### src/rtl/dwc_downconv_rdata_packer.sv
// Read-data packer for the down-sizing width converter: collects narrow slave R beats
// and rebuilds wide master R beats with byte-lane placement, merged RRESP and RLAST.
// One master read command is held at a time.
module dwc_downconv_rdata_packer #(
  parameter int unsigned DATA_WIDTH_IN  = 64,
  parameter int unsigned DATA_WIDTH_OUT = 32,
  parameter int unsigned ID_WIDTH       = 4,
  parameter int unsigned USER_WIDTH     = 1
) (
  input  logic                      clk,
  input  logic                      rst,
  input  logic                      cmd_valid,
  output logic                      cmd_ready,
  input  logic [ID_WIDTH-1:0]       cmd_id,
  input  logic [11:0]               cmd_addr,
  input  logic [2:0]                cmd_size,
  input  logic [7:0]                cmd_len,
  input  logic [1:0]                cmd_burst,
  input  logic                      SLAVE_RVALID,
  output logic                      SLAVE_RREADY,
  input  logic [DATA_WIDTH_OUT-1:0] SLAVE_RDATA,
  input  logic [1:0]                SLAVE_RRESP,
  input  logic                      SLAVE_RLAST,
  input  logic [USER_WIDTH-1:0]     SLAVE_RUSER,
  output logic                      MASTER_RVALID,
  input  logic                      MASTER_RREADY,
  output logic [ID_WIDTH-1:0]       MASTER_RID,
  output logic [DATA_WIDTH_IN-1:0]  MASTER_RDATA,
  output logic [1:0]                MASTER_RRESP,
  output logic                      MASTER_RLAST,
  output logic [USER_WIDTH-1:0]     MASTER_RUSER
);

  localparam int unsigned SlvSz = $clog2(DATA_WIDTH_OUT / 8);
  localparam int unsigned MstSz = $clog2(DATA_WIDTH_IN / 8);
  localparam int unsigned Lanes = DATA_WIDTH_IN / DATA_WIDTH_OUT;
  localparam int unsigned LaneW = MstSz - SlvSz;
  localparam logic [2:0]  SlvSzL = 3'(SlvSz);

  localparam logic [1:0] IDLE = 2'd0;
  localparam logic [1:0] PACK = 2'd1;
  localparam logic [1:0] OUT  = 2'd2;

  localparam logic [1:0] BurstFixed = 2'b00;
  localparam logic [1:0] BurstWrap  = 2'b10;

  logic [1:0]                state_q, state_d;
  logic [ID_WIDTH-1:0]       id_q, id_d;
  logic [2:0]                size_q, size_d;
  logic [7:0]                len_q, len_d;
  logic [1:0]                burst_q, burst_d;
  logic [11:0]               naddr_q, naddr_d;
  logic [11:0]               baddr_q, baddr_d;  // size-aligned start of the current master beat
  logic [7:0]                beat_cnt_q, beat_cnt_d;
  logic [DATA_WIDTH_IN-1:0]  pack_q, pack_d;
  logic [1:0]                resp_q, resp_d;
  logic [USER_WIDTH-1:0]     user_q, user_d;

  // RLAST on the slave side carries no information here; beat ends come from addresses.
  logic unused_rlast;
  assign unused_rlast = SLAVE_RLAST;

  function automatic logic [11:0] align_down(input logic [11:0] a, input logic [2:0] s);
    return a & (12'hFFF << s);
  endfunction

  logic [2:0]       ssz_cmd, ssz_cur;
  logic [11:0]      naddr_nxt, wrap_mask, incr_addr, wrap_addr, next_baddr;
  logic             beat_end;
  logic [LaneW-1:0] lane;

  // Address arithmetic for sub-beat stepping and master beat sequencing
  always_comb begin
    ssz_cmd    = (cmd_size > SlvSzL) ? SlvSzL : cmd_size;
    ssz_cur    = (size_q > SlvSzL) ? SlvSzL : size_q;
    naddr_nxt  = naddr_q + (12'd1 << ssz_cur);
    beat_end   = (naddr_nxt & ~(12'hFFF << size_q)) == 12'd0;
    lane       = naddr_q[MstSz-1:SlvSz];
    wrap_mask  = (({4'd0, len_q} + 12'd1) << size_q) - 12'd1;
    incr_addr  = baddr_q + (12'd1 << size_q);
    wrap_addr  = (baddr_q & ~wrap_mask) | (incr_addr & wrap_mask);
    if (burst_q == BurstFixed) begin
      next_baddr = baddr_q;
    end else if (burst_q == BurstWrap) begin
      next_baddr = wrap_addr;
    end else begin
      next_baddr = incr_addr;
    end
  end

  // Packing FSM next-state and datapath updates
  always_comb begin
    state_d    = state_q;
    id_d       = id_q;
    size_d     = size_q;
    len_d      = len_q;
    burst_d    = burst_q;
    naddr_d    = naddr_q;
    baddr_d    = baddr_q;
    beat_cnt_d = beat_cnt_q;
    pack_d     = pack_q;
    resp_d     = resp_q;
    user_d     = user_q;
    case (state_q)
      IDLE: begin
        if (cmd_valid) begin
          id_d       = cmd_id;
          size_d     = cmd_size;
          len_d      = cmd_len;
          burst_d    = cmd_burst;
          // FIXED bursts wider than the slave restart every beat at the size-aligned address
          naddr_d    = (cmd_burst == BurstFixed && cmd_size > SlvSzL) ?
                       align_down(cmd_addr, cmd_size) : align_down(cmd_addr, ssz_cmd);
          baddr_d    = align_down(cmd_addr, cmd_size);
          beat_cnt_d = 8'd0;
          pack_d     = '0;
          resp_d     = 2'b00;
          user_d     = '0;
          state_d    = PACK;
        end
      end
      PACK: begin
        if (SLAVE_RVALID) begin
          for (int unsigned i = 0; i < Lanes; i++) begin
            if (lane == LaneW'(i)) pack_d[i*DATA_WIDTH_OUT +: DATA_WIDTH_OUT] = SLAVE_RDATA;
          end
          if (SLAVE_RRESP > resp_q) resp_d = SLAVE_RRESP;
          user_d = SLAVE_RUSER;
          if (beat_end) begin
            state_d = OUT;
          end else begin
            naddr_d = naddr_nxt;
          end
        end
      end
      OUT: begin
        if (MASTER_RREADY) begin
          if (beat_cnt_q == len_q) begin
            state_d = IDLE;
          end else begin
            beat_cnt_d = beat_cnt_q + 8'd1;
            pack_d     = '0;
            resp_d     = 2'b00;
            naddr_d    = next_baddr;
            baddr_d    = next_baddr;
            state_d    = PACK;
          end
        end
      end
      default: state_d = IDLE;
    endcase
  end

  // State and datapath registers, cleared asynchronously
  always_ff @(posedge clk or posedge rst) begin
    if (rst) begin
      state_q    <= IDLE;
      id_q       <= '0;
      size_q     <= 3'd0;
      len_q      <= 8'd0;
      burst_q    <= 2'b00;
      naddr_q    <= 12'd0;
      baddr_q    <= 12'd0;
      beat_cnt_q <= 8'd0;
      pack_q     <= '0;
      resp_q     <= 2'b00;
      user_q     <= '0;
    end else begin
      state_q    <= state_d;
      id_q       <= id_d;
      size_q     <= size_d;
      len_q      <= len_d;
      burst_q    <= burst_d;
      naddr_q    <= naddr_d;
      baddr_q    <= baddr_d;
      beat_cnt_q <= beat_cnt_d;
      pack_q     <= pack_d;
      resp_q     <= resp_d;
      user_q     <= user_d;
    end
  end

  assign cmd_ready     = (state_q == IDLE) && !rst;
  assign SLAVE_RREADY  = (state_q == PACK);
  assign MASTER_RVALID = (state_q == OUT);
  assign MASTER_RLAST  = (state_q == OUT) && (beat_cnt_q == len_q);
  assign MASTER_RID    = id_q;
  assign MASTER_RDATA  = pack_q;
  assign MASTER_RRESP  = resp_q;
  assign MASTER_RUSER  = user_q;

endmodule

### config.mk
export PLATFORM = sky130hd
export DESIGN_NAME = dwc_downconv_rdata_packer
export DESIGN_NICKNAME = d
export VERILOG_FILES = /design/src/rtl/dwc_downconv_rdata_packer.sv
export SDC_FILE = /design/constraint.sdc
export NUM_CORES = 1
export LEC_CHECK = 0
export CAP_MARGIN = 20
export CORE_ASPECT_RATIO = 0.8
export CORE_MARGIN = 3
export CORE_UTILIZATION = 40
export DETAILED_ROUTE_END_ITERATION = 12
export PLACE_DENSITY = 0.74
export SLEW_MARGIN = 20
export SYNTH_ARGS = -nofsm -noshare
export SYNTH_HDL_FRONTEND = slang
export SYNTH_SLANG_ARGS = --single-unit
export TNS_END_PERCENT = 30
### constraint.sdc
create_clock -name clk -period 10.35 [get_ports clk]
set_input_delay 1.5525 -clock clk [delete_from_list [all_inputs] [get_ports clk]]
set_output_delay 1.5525 -clock clk [all_outputs]
set_load 0.05 [all_outputs]
==> results of run 1 <==
-- metrics by stage --
stage          cells  hold slack [ns]  setup slack (ns)  cell area [sq um]
2_1_floorplan    669            0.478              5.95               6100
3_3_place_gp     955            0.461              5.85               7570
3_5_place_dp     955            0.469              5.86               7570
4_1_cts          971            0.487              5.84               7870
5_1_grt          972            0.499              5.77               7890
6_report         972            0.481              5.84               7890
-- per-layer routing --
metal	vias up	global-route usage, %	routed length [microns]
met4	0	5.08	221
met5	-	0	0
met2	182	28.0	7050
met1	2423	29.1	7390
met3	14	5.94	1270
li1	2550	-	-
-- worst max-delay path, cell delays in order --
cell and delay (ns):
clkdlybuf4s50_1 0.46, nor2b_1 0.13, clkdlybuf4s50_1 0.81
-- worst paths after layout --
kind                                               from                           end
max in group asynchronous                           rst  MASTER_RDATA[45]$_DFFE_PP0P_
min reg2reg                MASTER_RDATA[20]$_DFFE_PP0P_  MASTER_RDATA[20]$_DFFE_PP0P_
max reg2reg                       size_q[2]$_DFFE_PP0P_        state_q[0]$_DFFE_PP0P_
min in group asynchronous                           rst  MASTER_RDATA[31]$_DFFE_PP0P_
max                                                 rst                     cmd_ready
min                        MASTER_RDATA[20]$_DFFE_PP0P_  MASTER_RDATA[20]$_DFFE_PP0P_
-- cell usage in the layout, fill, tap and decap left out, drive strengths merged, types with 8 or more instances in the layout --
cell type / instances
a21o: 10
nand3: 10
clkbuf: 9
nor2: 30
a21oi: 28
ha: 21
nand2: 127
inv: 34
o21ai: 89
nor3: 8
xnor2: 24
dfrtp: 108
mux2: 22
and3: 9
clkdlybuf4s50: 138
-- logic make-up after synthesis --
group                      count (synthesis)  share of synthesized area, %
and+or+nand+nor                          221                          17.3
AOI/OAI and AO/OA                        184                          18.5
DFF                                      108                          44.3
buffers and inverters                     72                          5.31
xor gates and xnor gates                  29                          4.17
muxes                                     29                          5.34
adders and majority gates                 23                          4.97
other                                      1                        0.0615
-- synth_stat cells (3+ instances only) --
cell type and instances:
mux2i_1 7, a31oi_1 7, o31ai_1 3, buf_2 9, nand2b_1 6, nor2_1 30, buf_6 5, nor4b_1 4
o211ai_1 4, o211a_1 3, dfrtp_1 108, inv_1 29, mux2_2 20, and3_1 9, xnor2_1 24, ha_1 21
nand4_1 3, a41oi_1 5, nor2b_1 3, a21oi_1 28, o21bai_1 4, nand2_1 126, nand3_1 10, nor3_1 5
a211oi_1 4, xor2_1 5, or3_1 3, a21o_1 10, o21a_1 4, o21ai_0 87, clkbuf_1 26
-- final cells by class --
| type | instances | area share (%) |
|---|---|---|
| clock buffers | 9 | 2.85 |
| clock inverters | 7 | 0.983 |
| inverters | 30 | 1.46 |
| multi-input cells | 489 | 39.2 |
| flip-flops and latches | 108 | 34.2 |
| well taps | 184 | 2.92 |
| repair buffers | 145 | 18.3 |
-- state kept, by name, indices dropped and copies added, names as in the netlist, 3 cells and up --
register,cells
baddr_q,7
beat_cnt_q,8
MASTER_RDATA,64
len_q,8
naddr_q,7
MASTER_RID,4
size_q,3
==> metrics.txt, run 1 <==
Crit Path Class in -> out; initial antenna violation count 0; Tmin final between 4 and 5 ns; drc violations 0; Critical Path RT about 8.8 ns; r2r setup slk 6.59 ns; P&R area growth vs syn 29.4%; Worst-Margin Slew between 1 and 1.5 ns; RSZ-0062 raised after global routing false; Final nets approximately 900; relative slew slack 31.0%; EDFF count, synth 0; WL final between 15,000 and 20,000 microns; DIE AREA 0.0168 sq mm; critical path fanouts, max 2; PortBufs between 100 and 150; Gate Count Post-Synth 667; top-area cell type share of the netlist area between 40% and 50%; hold path depth 2; number of global-route vias before repair about 4,800; Multi-input gate area between 0.003 and 0.004 sq mm; Fin Setup TNS 0 ns; first-pass GRT wire length 26,000 microns; root buffer cell clkbuf_16; # clock sinks 108; Min-Delay Path Class reg -> reg; largest net degree at the start of global routing just under 80; clock buffer depth 2; core footprint between 0.01 and 0.015 sq mm; GRT Total Usage 19.6%; Routability Congestion ~0.9; CTS resizes 0; final HPWL from detailed placement ~11,000 microns; via count approximately 5,200; Slew Viols, Final 0; syn avg cell area ~9 sq um; Yosys top cell by area dfrtp_1; Yosys reg bits 108; layout cells sized above 1 under 10%; DR pass1 iterations 5; FMAX approximately 0.22 GHz; Post-Syn Area 0.00610 sq mm; Post-CTS Setup Bufs 0; clk slew on worst S/H paths ~0.08 ns; starting density of the core a little over two fifths; Post-CTS Hold Buffers 0; Fill cells between 1,000 and 1,500; clock skew approximately 0.01 ns; Reg area between 0.002 and 0.003 sq mm; # Max-Cap Violations 0; Clock Latency Late Sink around 0.36 ns; Worst Path Arrival about 3.0 ns; I/O pin cnt between 100 and 150; synth unique cells 70; Worst R2R Path Depth 11; H-Tree Level Count 3; die width approximately 140 microns; antenna viol nets, final 0; Worst Setup End Kind output port; Util after Layout 54.1%; top cells by area, synth dfrtp_1 (44%), nand2_1 (7.8%), o21ai_0 (7.1%); crit share post-route 43.6%; TritonCTS clock tree done; Rows 39; Most used DFF post-synth dfrtp_1; Final Hold Viols 0; Async S/R FF share, synth between 90% and 100%; # setup viols final 0; cts bufs inserted 9; sequential fraction of the synthesis area between 40 and 50%; Die Span Y ~120 microns; routed length per placed instance 16.4 microns; startpoint types primary input; GRT Residual Overflow 0; status finished clean; n_diodes 0; Synth Warn # 0; Iter 0 DRT Violations roughly 440; vias per cell 5.32
Power of run 1 is not shown: default switching activity piles up to over one toggle a cycle in this logic, so the estimate is an artifact.
==> inputs of run 2 (changes only) <==
- clock period: 10.35 -> 4.4 ns (I/O delays scaled with it)
==> metrics.txt, run 2 (synthesized netlist as in run 1, its figures left out) <==
Worst Setup End Kind flip-flop; Die Span Y 116 microns (unchanged); GRT Total Usage 19.7% (+0.040 points); crit share post-route between 70% and 80%; CP Cell Sequence nor2_1 > inv_1 > ha_1 > nor2b_1 > o21a_1 > or3_1 > a311o_1 > a21o_1 > or2_2 > a21oi_1 > mux2_2; core footprint 0.0146 sq mm (unchanged); critical path fanouts, max 5 (+3); final HPWL from detailed placement 11,600 microns (+2.3%); R2R Path End state_q[0]$_DFFE_PP0P_; RSZ-0062 raised after global routing false; most frequent cells in the layout clkdlybuf4s50_1 (138), nand2_1 (125), dfrtp_1 (108); DR pass1 iterations 5 (unchanged); Iter 0 DRT Violations 427 (-2.7%); hold path depth 2 (unchanged); Worst Path Arrival 3.66 ns (+0.70 ns); TritonCTS clock tree done; GRT Residual Overflow 0 (unchanged); largest net degree at the start of global routing 65 (-16%); Slew Viols, Final 0 (unchanged); cts bufs inserted 9 (unchanged); WL final 16,200 microns (+1.5%); Fill cells 1,281 (-2.1%); antenna viol nets, final 0 (unchanged); Rows 39 (unchanged); Post-CTS Setup Bufs 0 (unchanged); vias per cell 5.31 (-0.14%); HP Start MASTER_RDATA[19]$_DFFE_PP0P_; layout cells sized above 1 8.33% (+0.34 points); Fin Setup TNS 0 ns (unchanged); clock buffer depth 2 (unchanged); Hold Path Sink MASTER_RDATA[19]$_DFFE_PP0P_; die width 144 microns (unchanged); PortBufs 138 (unchanged); FF-to-FF Start size_q[2]$_DFFE_PP0P_; Reg area 0.00270 sq mm (unchanged); relative slew slack 43.8% (+13 points); H-Tree Level Count 3 (unchanged); status finished clean; CTS resizes 0 (unchanged); Final nets 880 (+0.46%); Routability Congestion 0.847 (-3.6%); max reg flops 64 (unchanged); I/O pin cnt 145 (unchanged); first-pass GRT wire length 26,100 microns (+0.40%); Critical Path RT 4.64 ns (-4.16 ns); starting density of the core 41.8% (unchanged); P&R area growth vs syn 29.8%; Multi-input gate area 0.00309 sq mm (unchanged); Tmin final around 3.4 ns; critical path's slowest cell nor2_1; CP Buf/Inv Count 1 (-1); root buffer cell clkbuf_16; routed length per placed instance 16.6 microns (+1.1%); Min-Delay Path Class reg -> reg; Clock Latency Late Sink 0.36 ns (about the same); # Max-Cap Violations 0 (unchanged); clock skew 0.00728 ns (-0.00249 ns); Worst-Margin Slew 0.841 ns (-0.191 ns); leading cell type in the layout, fill and taps excluded clkdlybuf4s50_1; clk slew on worst S/H paths 0.08 ns (about the same); startpoint types flip-flop; # setup viols final 0 (unchanged); DIE AREA 0.0168 sq mm (unchanged); Worst R2R Path Depth 11 (unchanged); Slowest Stage Delay on Critical Path 0.40 ns (-0.41 ns); Crit Path Class reg -> reg; initial antenna violation count 0 (unchanged); CP delay by family, top simple AND/OR/NAND/NOR gates; r2r setup slk 0.99 ns (-5.60 ns); Final Hold Viols 0 (unchanged); # clock sinks 108 (unchanged); Post-CTS Hold Buffers 0 (unchanged); drc violations 0 (unchanged); FMAX roughly 0.29 GHz; n_diodes 0 (unchanged); via count 5,183 (+0.27%); number of global-route vias before repair 5,111 (+5.5%)
run 2: metrics by stage:
step | cell area, sq um | instances | utilization [%] | hold WS, ns | setup slack [ns]
5_1_grt | 7910 | 976 | 54.2 | 0.507 | 0.852
3_3_place_gp | 7610 | 960 | 52.1 | 0.461 | 1.07
3_5_place_dp | 7610 | 960 | 52.1 | 0.469 | 1.02
6_report | 7910 | 976 | 54.2 | 0.481 | 0.988
4_1_cts | 7910 | 976 | 54.2 | 0.486 | 1.00
2_1_floorplan | 6100 | 669 | - | 0.478 | 0.894
run 2: worst register-to-register path, stage by stage (launching register included):
cell and delay (ns):
dfrtp_1 0.39, nor2_1 0.40, inv_1 0.17, ha_1 0.35, nor2b_1 0.15, o21a_1 0.18, or3_1 0.33, a311o_1 0.36
a21o_1 0.20, or2_2 0.29, a21oi_1 0.16, mux2_2 0.34
run 2: layout make-up:
cell class	count	share of cell area [%]
clock inverters	6	0.980
inverters	30	1.45
clock buffers	10	2.89
flip-flops and latches	108	34.2
well taps	184	2.91
multi-input cells	489	39.1
repair buffers	149	18.5
run 2: worst max path at each step:
stage / start / to / depth (start not counted)
after floorplan: rst / MASTER_RDATA[0]$_DFFE_PP0P_ / 1
after global placement: size_q[2]$_DFFE_PP0P_ / state_q[0]$_DFFE_PP0P_ / 11
after detailed placement: size_q[2]$_DFFE_PP0P_ / state_q[0]$_DFFE_PP0P_ / 11
after CTS: size_q[2]$_DFFE_PP0P_ / state_q[0]$_DFFE_PP0P_ / 11
after global routing: size_q[2]$_DFFE_PP0P_ / state_q[0]$_DFFE_PP0P_ / 12
final: size_q[2]$_DFFE_PP0P_ / state_q[0]$_DFFE_PP0P_ / 11
run 2: per-layer routing:
metal  global-route usage (%)  wire length [microns]
met2                     29.4                   7310
met3                     6.75                   1280
met5                        0                      0
met4                     4.89                    187
met1                     27.6                   7400
Power of run 2 is left out for the same reason.
==> inputs of run 3 (changes only) <==
- clock period: 4.4 -> 3.2 ns (I/O delays scaled with it)
==> metrics.txt, run 3 (synthesized netlist as in run 1, its figures left out) <==
largest net degree at the start of global routing 65 (unchanged); Clock Latency Late Sink 0.36 ns (about the same); leading cell type in the layout, fill and taps excluded clkdlybuf4s50_1; relative slew slack 45.1% (+1.4 points); WL final 16,200 microns (about the same); GRT Residual Overflow 0 (unchanged); PortBufs 138 (unchanged); n_diodes 0 (unchanged); Min-Delay Path Class reg -> reg; I/O pin cnt 145 (unchanged); number of global-route vias before repair 5,123 (+0.23%); root buffer cell clkbuf_16; core footprint 0.0146 sq mm (unchanged); non-filler cells, final 986 (+1.0%); Worst R2R Path Depth 11 (unchanged); starting density of the core 41.8% (unchanged); clock buffer depth 2 (unchanged); critical path fanouts, max 4 (-1); Final Hold Viols 0 (unchanged); Slew Viols, Final 0 (unchanged); # clock sinks 108 (unchanged); FF-to-FF Start size_q[1]$_DFFE_PP0P_; hold path depth 2 (unchanged); Worst-Margin Slew 0.820 ns (-0.0213 ns); Die Span Y 116 microns (unchanged); routed length per placed instance 16.4 microns (-1.1%); crit share post-route 97.7% (+20 points); HP Start MASTER_RDATA[19]$_DFFE_PP0P_; status finished clean; startpoint types flip-flop; first-pass GRT wire length 26,400 microns (+1.3%); DIE AREA 0.0168 sq mm (unchanged); Final nets 890 (+1.1%); Crit Path Class reg -> reg; Post-CTS Hold Buffers 0 (unchanged); DR pass1 iterations 5 (unchanged); Tmin final 3.13 ns (-0.286 ns); max reg flops 64 (unchanged); # setup viols final 0 (unchanged); via count 5,310 (+2.5%); placed cells 967 (+0.73%); antenna viol nets, final 0 (unchanged); final HPWL from detailed placement 11,800 microns (+1.7%); Rows 39 (unchanged); initial antenna violation count 0 (unchanged); GRT Total Usage 19.8% (+0.12 points); clock skew 0.0101 ns (+0.00280 ns); # Max-Cap Violations 0 (unchanged); die width 144 microns (unchanged); Worst Path Arrival 3.37 ns (-0.29 ns); drc violations 0 (unchanged); clk slew on worst S/H paths 0.08 ns (about the same); Iter 0 DRT Violations 370 (-13%); layout cells sized above 1 10.6% (+2.3 points); Routability Congestion 0.894 (+5.5%); Worst Setup End Kind flip-flop; most frequent cells in the layout clkdlybuf4s50_1 (137), nand2_1 (125), dfrtp_1 (107); R2R Path End state_q[0]$_DFFE_PP0P_; FMAX 0.320 GHz (+9.2%); Hold Path Sink MASTER_RDATA[19]$_DFFE_PP0P_; r2r setup slk 0.07 ns (-0.91 ns); TritonCTS clock tree done; Crit. Startpoint size_q[1]$_DFFE_PP0P_; cts bufs inserted 9 (unchanged); P&R area growth vs syn 32.4%; Critical Path RT 3.44 ns (-1.20 ns); H-Tree Level Count 3 (unchanged); vias per cell 5.39 (+1.4%)
-- run 3: cell count changes in the layout (fill, tap and decap cells not counted), sizes merged --
cell / delta
clkinv: +3
bufinv: -1
buf: +11
inv: -1
clkdlybuf4s50: -1
clkbuf: -1
-- run 3: per-stage QoR --
step / cell area [sq um] / setup slack, ns / hold slack, ns / TNS (ns) / utilization, %
floorplan: 6110 / -0.0105 / 0.478 / -0.0105 / -
global placement: 7710 / 0.124 / 0.460 / 0 / 52.9
detailed placement: 7710 / 0.0955 / 0.469 / 0 / 52.9
CTS: 8030 / 0.0772 / 0.487 / 0 / 55.0
global route: 8070 / -0.0369 / 0.514 / -0.0575 / 55.3
finish: 8070 / 0.0737 / 0.482 / 0 / 55.3
-- run 3: worst max-delay path by stage --
stage	end	slack, ns
2_1_floorplan	state_q[0]$_DFFE_PP0P_	-0.01
3_3_place_gp	state_q[0]$_DFFE_PP0P_	0.12
3_5_place_dp	state_q[0]$_DFFE_PP0P_	0.1
4_1_cts	state_q[0]$_DFFE_PP0P_	0.08
5_1_grt	state_q[0]$_DFFE_PP0P_	-0.04
6_report	state_q[0]$_DFFE_PP0P_	0.07
-- run 3: worst max-delay path, cell delays in order, from the launching register on --
cell	delay [ns]
dfrtp_2	0.45
nor2_4	0.13
inv_1	0.08
ha_1	0.31
nor2b_1	0.14
o21a_1	0.20
or3_1	0.33
a311o_1	0.36
a21o_1	0.19
or2_2	0.31
a21oi_2	0.16
mux2_2	0.34
-- run 3: final cells by class --
| class | count | area (sq um) |
|---|---|---|
| well taps | 184 | 230 |
| inverters | 30 | 116 |
| flip-flops and latches | 108 | 2700 |
| multi-input cells | 489 | 3120 |
| clock inverters | 7 | 88.8 |
| fillers | 1292 | 6520 |
| repair buffers | 159 | 1590 |
| clock buffers | 9 | 225 |
-- run 3: metal layers --
layer | vias to the layer above | track usage [%] | share of wire [%]
li1 | 2591 | - | -
met1 | 2506 | 28.3 | 46
met2 | 185 | 28.2 | 44
met3 | 28 | 7.16 | 8.2
met4 | 0 | 5.65 | 2.2
met5 | - | 0 | 0
-- run 3: timing repair --
item	in CTS	in global routing
hold endpoints to repair	0	0
endpoints found under the setup margin	0	6
gates resized for setup	0	7
buffers inserted	0	3
Power of run 3 is left out for the same reason.
